`config.mk`:
```
export PLATFORM = sky130hd
export DESIGN_NAME = zone_cmd_sequencer
export DESIGN_NICKNAME = d
export VERILOG_FILES = /design/src/rtl/zone_cmd_sequencer.sv
export SDC_FILE = /design/constraint.sdc
export NUM_CORES = 1
export LEC_CHECK = 0
export BUFFER_PORTS_ARGS = -buffer_cell sky130_fd_sc_hd__buf_2
export CORE_AREA = 5 5 109 111
export CTS_CLUSTER_SIZE = 28
export DETAILED_ROUTE_END_ITERATION = 12
export DIE_AREA = 0 0 114 116
export SYNTH_ARGS = -nofsm -noshare
export SYNTH_HDL_FRONTEND = slang
export SYNTH_SLANG_ARGS = --single-unit
export TNS_END_PERCENT = 50
```
`constraint.sdc`:
```
create_clock -name clk -period 4.7 [get_ports clk]
set_clock_uncertainty 0.1 [all_clocks]
set_input_delay 0.235 -clock clk [delete_from_list [all_inputs] [get_ports clk]]
set_output_delay 0.235 -clock clk [all_outputs]
set_load 0.02 [all_outputs]
```
`src/rtl/zone_cmd_sequencer.sv`:
```
// Zone command sequencer: round-robin arbitration of two rectangle-zone request
// sources. Each granted request becomes a three-beat command burst (0xA1 position,
// 0xA2 size, 0xA3 enable), issued only after a frame-sync rising edge.
// Latency: the request is accepted in IDLE. The beats appear in the three cycles
// after the sampled vs edge, and the block is back in IDLE one cycle after that.
// Backpressure: req*_ready is high only in IDLE. A source that loses arbitration
// must hold its valid until a later IDLE cycle.
// Ports:
//   clk, rstn                        video clock, async active-low reset
//   vs_i                             frame sync level (rising edge = frame start)
//   req{0,1}_valid/ready/x/y/l/h     request handshake and rectangle fields
//   cmd_vaild/cmd_code/para_list     command strobe, held code, parameters
//   busy, grant_id                   sequence in flight, last accepted source
// Build option: define ZONE_CLAMP_EN to clamp latched fields to the active area.
module zone_cmd_sequencer (
   input  logic        clk,
   input  logic        rstn,
   input  logic        vs_i,
   input  logic        req0_valid,
   output logic        req0_ready,
   input  logic [10:0] req0_x,
   input  logic [10:0] req0_y,
   input  logic [10:0] req0_l,
   input  logic [10:0] req0_h,
   input  logic        req1_valid,
   output logic        req1_ready,
   input  logic [10:0] req1_x,
   input  logic [10:0] req1_y,
   input  logic [10:0] req1_l,
   input  logic [10:0] req1_h,
   output logic        cmd_vaild,
   output logic [7:0]  cmd_code,
   output logic [31:0] para_list,
   output logic        busy,
   output logic        grant_id
);

   typedef enum logic [2:0] {
      IDLE      = 3'd0,
      WAIT_VS   = 3'd1,
      SEND_POS  = 3'd2,
      SEND_SIZE = 3'd3,
      SEND_EN   = 3'd4
   } state_t;

   state_t      state_q;
   logic        vs_d_q;
   logic        last_q;      // last granted source, for round robin
   logic [10:0] x_q, y_q, l_q, h_q;
   logic        cmd_vaild_q;
   logic [7:0]  cmd_code_q;
   logic [31:0] para_list_q;
   logic        busy_q;
   logic        grant_id_q;

   logic        grant_vld;
   logic        grant_sel;
   logic [10:0] sel_x, sel_y, sel_l, sel_h;
   logic [10:0] lat_x_d, lat_y_d, lat_l_d, lat_h_d;
   logic        vs_rise;

   assign vs_rise    = vs_i & ~vs_d_q;
   assign req0_ready = (state_q == IDLE);
   assign req1_ready = (state_q == IDLE);

   assign cmd_vaild  = cmd_vaild_q;
   assign cmd_code   = cmd_code_q;
   assign para_list  = para_list_q;
   assign busy       = busy_q;
   assign grant_id   = grant_id_q;

   // A tie goes to the source that did not win last time.
   always_comb begin
      grant_vld = req0_valid | req1_valid;
      grant_sel = 1'b0;
      if (req0_valid && req1_valid) begin
         grant_sel = ~last_q;
      end else if (req1_valid) begin
         grant_sel = 1'b1;
      end
      sel_x = grant_sel ? req1_x : req0_x;
      sel_y = grant_sel ? req1_y : req0_y;
      sel_l = grant_sel ? req1_l : req0_l;
      sel_h = grant_sel ? req1_h : req0_h;
   end

`ifdef ZONE_CLAMP_EN
   localparam int H_ACTIVE = 1280;
   localparam int V_ACTIVE = 720;

   logic [11:0] l_lim, h_lim;

   // Clamp the origin first; the extent limit derives from the clamped origin.
   // The limits are at most H_ACTIVE / V_ACTIVE, so 12 bits never wrap.
   always_comb begin
      lat_x_d = (sel_x > 11'(H_ACTIVE - 1)) ? 11'(H_ACTIVE - 1) : sel_x;
      lat_y_d = (sel_y > 11'(V_ACTIVE - 1)) ? 11'(V_ACTIVE - 1) : sel_y;
      l_lim   = 12'(H_ACTIVE) - {1'b0, lat_x_d};
      h_lim   = 12'(V_ACTIVE) - {1'b0, lat_y_d};
      lat_l_d = ({1'b0, sel_l} > l_lim) ? l_lim[10:0] : sel_l;
      lat_h_d = ({1'b0, sel_h} > h_lim) ? h_lim[10:0] : sel_h;
   end
`else
   always_comb begin
      lat_x_d = sel_x;
      lat_y_d = sel_y;
      lat_l_d = sel_l;
      lat_h_d = sel_h;
   end
`endif

   // Each state names the beat currently on the outputs. The beat is registered
   // on entry to that state, so the strobes follow the vs edge with no gap.
   always_ff @(posedge clk or negedge rstn) begin
      if (!rstn) begin
         state_q     <= IDLE;
         vs_d_q      <= 1'b0;
         last_q      <= 1'b1;
         x_q         <= '0;
         y_q         <= '0;
         l_q         <= '0;
         h_q         <= '0;
         cmd_vaild_q <= 1'b0;
         cmd_code_q  <= 8'h00;
         para_list_q <= '0;
         busy_q      <= 1'b0;
         grant_id_q  <= 1'b0;
      end else begin
         vs_d_q      <= vs_i;
         cmd_vaild_q <= 1'b0;
         case (state_q)
            IDLE: begin
               if (grant_vld) begin
                  x_q        <= lat_x_d;
                  y_q        <= lat_y_d;
                  l_q        <= lat_l_d;
                  h_q        <= lat_h_d;
                  grant_id_q <= grant_sel;
                  last_q     <= grant_sel;
                  busy_q     <= 1'b1;
                  state_q    <= WAIT_VS;
               end
            end
            WAIT_VS: begin
               if (vs_rise) begin
                  cmd_vaild_q <= 1'b1;
                  cmd_code_q  <= 8'hA1;
                  para_list_q <= {10'd0, x_q, y_q};
                  state_q     <= SEND_POS;
               end
            end
            SEND_POS: begin
               cmd_vaild_q <= 1'b1;
               cmd_code_q  <= 8'hA2;
               para_list_q <= {10'd0, l_q, h_q};
               state_q     <= SEND_SIZE;
            end
            SEND_SIZE: begin
               cmd_vaild_q <= 1'b1;
               cmd_code_q  <= 8'hA3;
               para_list_q <= '0;
               state_q     <= SEND_EN;
            end
            SEND_EN: begin
               // cmd_code stays at 0xA3: the zone judge uses it as a level enable.
               busy_q  <= 1'b0;
               state_q <= IDLE;
            end
            default: begin
               state_q <= IDLE;
            end
         endcase
      end
   end

endmodule
```
==> impl_metrics.csv <==
group,metric,value,unit
timing,finalSetupViolCount,0,
logic_synthesis,synthTopCellsByArea,"dfrtp_1 45%, mux2_4 13%, mux2_2 13%",
critical_path,critPathMaxFanout,28,
drt,routed_wl,9.11,mm
floorplanning,die_area,13200,µm²
outcome,status,"complete, no violations",
grt,busiest_layer,"met2",
timing,worst_pin_slew,1130,ps
grt,grt_pass1_vias,2916,
floorplanning,core_area,10700,µm²
drt,via_per_inst,4.76,
final_layout,final_util,46.7,%
logic_synthesis,synth_top_family_by_area,"multiplexers",
floorplanning,ios,138,
logic_synthesis,synth-edff-count,0,
timing,fin_tns_setup,0,ps
logic_synthesis,synthArstFlopShare,100,%
grt,grt_use_met1,18.3,%
critical_path,cp_slowest_cell,"and2b_2",
critical_path,cp_data_arrival_time,2620,ps
drt,ant_nets,0,
place,io_buffers,123,
grt,grt_pass1_wl,14.6,mm
clock_tree,clk_pin_slew,80,ps
timing,fin_ws,2200,ps
drt,dr.pass1.iters,5,
grt,antenna_found_initial,1,
timing,clock.fmax,400,MHz
logic_synthesis,synth_top_cell_area_share,45.0,%
critical_path,cp_num_buf_inv,1,
logic_synthesis,syn_area,4230,µm²
timing,slew-limit-headroom,24.6,%
clock_tree,cts_tree,"yes",
timing,maxSlewViolCount,0,
logic_synthesis,netlist_top_cells_count,"76 x dfrtp_1, 50 x mux2_2, 38 x mux2_4",
logic_synthesis,post_synth_mux_area_share,32.0,%
drt,route.detailed.drc,0,
logic_synthesis,synth_adder_area_share,0,%
place,dpl_worst_slack,2200,ps
logic_synthesis,yosysMostFrequentCell,"dfrtp_1",
critical_path,required,4820,ps
power,swShare,36.3,%
logic_synthesis,yosys_warnings,0,
logic_synthesis,synth_seq_cells,77,
timing,hold_viol,0,
logic_synthesis,synth_cells,322,
clock_tree,h-tree-depth,3,
drt,routedWlPerCell,15.7,µm
grt,overflow,0,
final_layout,drive_above_1_share,55.0,%
power,power_frac_clock,15.3,%
power,p_int,0.00204,W
power,ir_drop,0.000254,V
drt,via_count,2768,
critical_path,path_delay_family,"simple AND/OR/NAND/NOR gates",
drt,drt_iter0_drc,100,
clock_tree,cts_max_path_buffers,2,
timing,period_minus_slack,2500,ps
clock_tree,numCtsBuffers,9,
floorplanning,start_util,39.5,%
power,finalPower,0.00321,W
critical_path,critical_path_class,"reg -> reg",
power,power_leakage,2.40,nW
clock_tree,clkLatencyLatePin,340,ps
hold_path,hold_path_class,"in -> reg",
grt,grt_max_degree,78,
final_layout,final_nets,530,
logic_synthesis,ys_seq_area_share,45.6,%
logic_synthesis,synth_xor_area_share,0,%
logic_synthesis,synth.largest_area_cell,"dfrtp_1",
critical_path,crit_path_end_kind,"flip-flop",
grt,grt_usage,14.0,%
grt,gr-usage-met3,4.07,%
floorplanning,die_w,114,µm
critical_path,path_cells,"nor3_4, and2b_2, buf_4, mux2_2",
floorplanning,die_h,116,µm
clock_tree,numClockSinks,77,
power,power.density,641,nW/µm²
place,dp_hpwl,6.17,mm
logic_synthesis,ys.flop_type,"dfrtp_1",
critical_path,start_kind,"flip-flop",
power,seq_power_share,36.7,%
final_layout,syn2layout_area_growth,18.3,%
place,gp_congestion,0.774,
power,p_comb_share,47.9,%
grt,grt_use_met2,22.3,%
logic_synthesis,syn_avg_cell_area,13.1,µm²
timing,period_share,53.2,%
logic_synthesis,yosys.area_share.simple,7.61,%
run,maxCapViolations,0,
timing,rsz0062_at_grt,"no",
power,net-switching-power,0.00116,W
clock_tree,cts_root_buf,"clkbuf_8",
floorplanning,rows,38,
critical_path,critPathMaxStageDelay,730,ps
logic_synthesis,synth_compound_area_share,4.29,%
logic_synthesis,ys_types,29,
## metal layers
| metal | routed length, µm | vias up |
|---|---|---|
| li1 | - | 1324 |
| met5 | 0 | - |
| met1 | 4080 | 1331 |
| met3 | 690 | 16 |
| met2 | 4180 | 97 |
| met4 | 164 | 0 |
## registers in the layout, summed over array words and instances, names as in the netlist
name and count:
para_list 22, h_q 11, l_q 11, x_q 11, y_q 11, cmd_code 3
state_q 3, busy 1, cmd_vaild 1, grant_id 1, last_q 1, vs_d_q 1
## layout make-up
cell class,count,area [µm²]
clock inverters,4,48.8
inverters,25,93.8
repair buffers,131,686
clock buffers,10,138
multi-input cells,193,1930
well taps,140,175
fillers,1039,5700
flip-flops and latches,77,1930
diodes,1,2.50
## final timing paths
kind | from | to | slack (ps) | cells after the start
worst max-delay path | state_q[0]$_DFFE_PN0P_ | l_q[6]$_DFFE_PN0P_ | 2200 | 4
worst min-delay path | req1_valid | last_q$_DFFE_PN1P_ | 70 | 3
worst max register to register | state_q[0]$_DFFE_PN0P_ | l_q[6]$_DFFE_PN0P_ | 2200 | 4
worst min register to register | cmd_code[5]$_DFFE_PN0P_ | cmd_code[5]$_DFFE_PN0P_ | 390 | 1
max in group asynchronous | rstn | para_list[20]$_DFFE_PN0P_ | 3360 | 2
min in group asynchronous | rstn | para_list[5]$_DFFE_PN0P_ | 500 | 2
## worst min-delay path: cells and delay by family
kind	cells	cell delay (ps)
buffers and inverters	1	110
AOI/OAI and AO/OA	2	160
## through the flow
step | hold WS (ps) | instance area [µm²] | instances
3_3_place_gp | 283 | 4780 | 563
4_1_cts | 58.4 | 5000 | 580
6_report | 74.6 | 5000 | 581
5_1_grt | 76.6 | 5000 | 581
3_5_place_dp | 291 | 4780 | 563
2_1_floorplan | -161 | 4280 | 335
## layout by cell type (no fill, tap or decap), types with 10 or more instances in the layout
cell type / instances
a21oi_1: 25
buf_2: 122
clkbuf_8: 10
conb_1: 14
dfrtp_1: 76
inv_1: 25
mux2_2: 50
mux2_4: 38
mux2i_1: 22
nor4bb_1: 17
## power by group through the flow
stage / registers, W / logic [W] / clock network [W]
2_1_floorplan: 0.00129 / 0.00116 / 0
3_3_place_gp: 0.00118 / 0.00153 / 0
3_5_place_dp: 0.00118 / 0.00156 / 0
4_1_cts: 0.00118 / 0.00157 / 0.000509
5_1_grt: 0.00122 / 0.00167 / 0.000534
6_report: 0.00118 / 0.00154 / 0.000491
## what timing repair did
item | 4_1_cts | 5_1_grt
setup endpoints to repair | 0 | 0
endpoints found under the hold margin | 34 | 0
setup buffers | 0 | 0
resized for setup | 0 | 0
hold buffers | 3 | 0
## logic make-up after synthesis
logic type	after synthesis
DFF	77
buffers and inverters	65
AOI/OAI and AO/OA	33
muxes	110
other	1
and+or+nand+nor	36
Note: power is estimated with default switching activity, not from simulation.
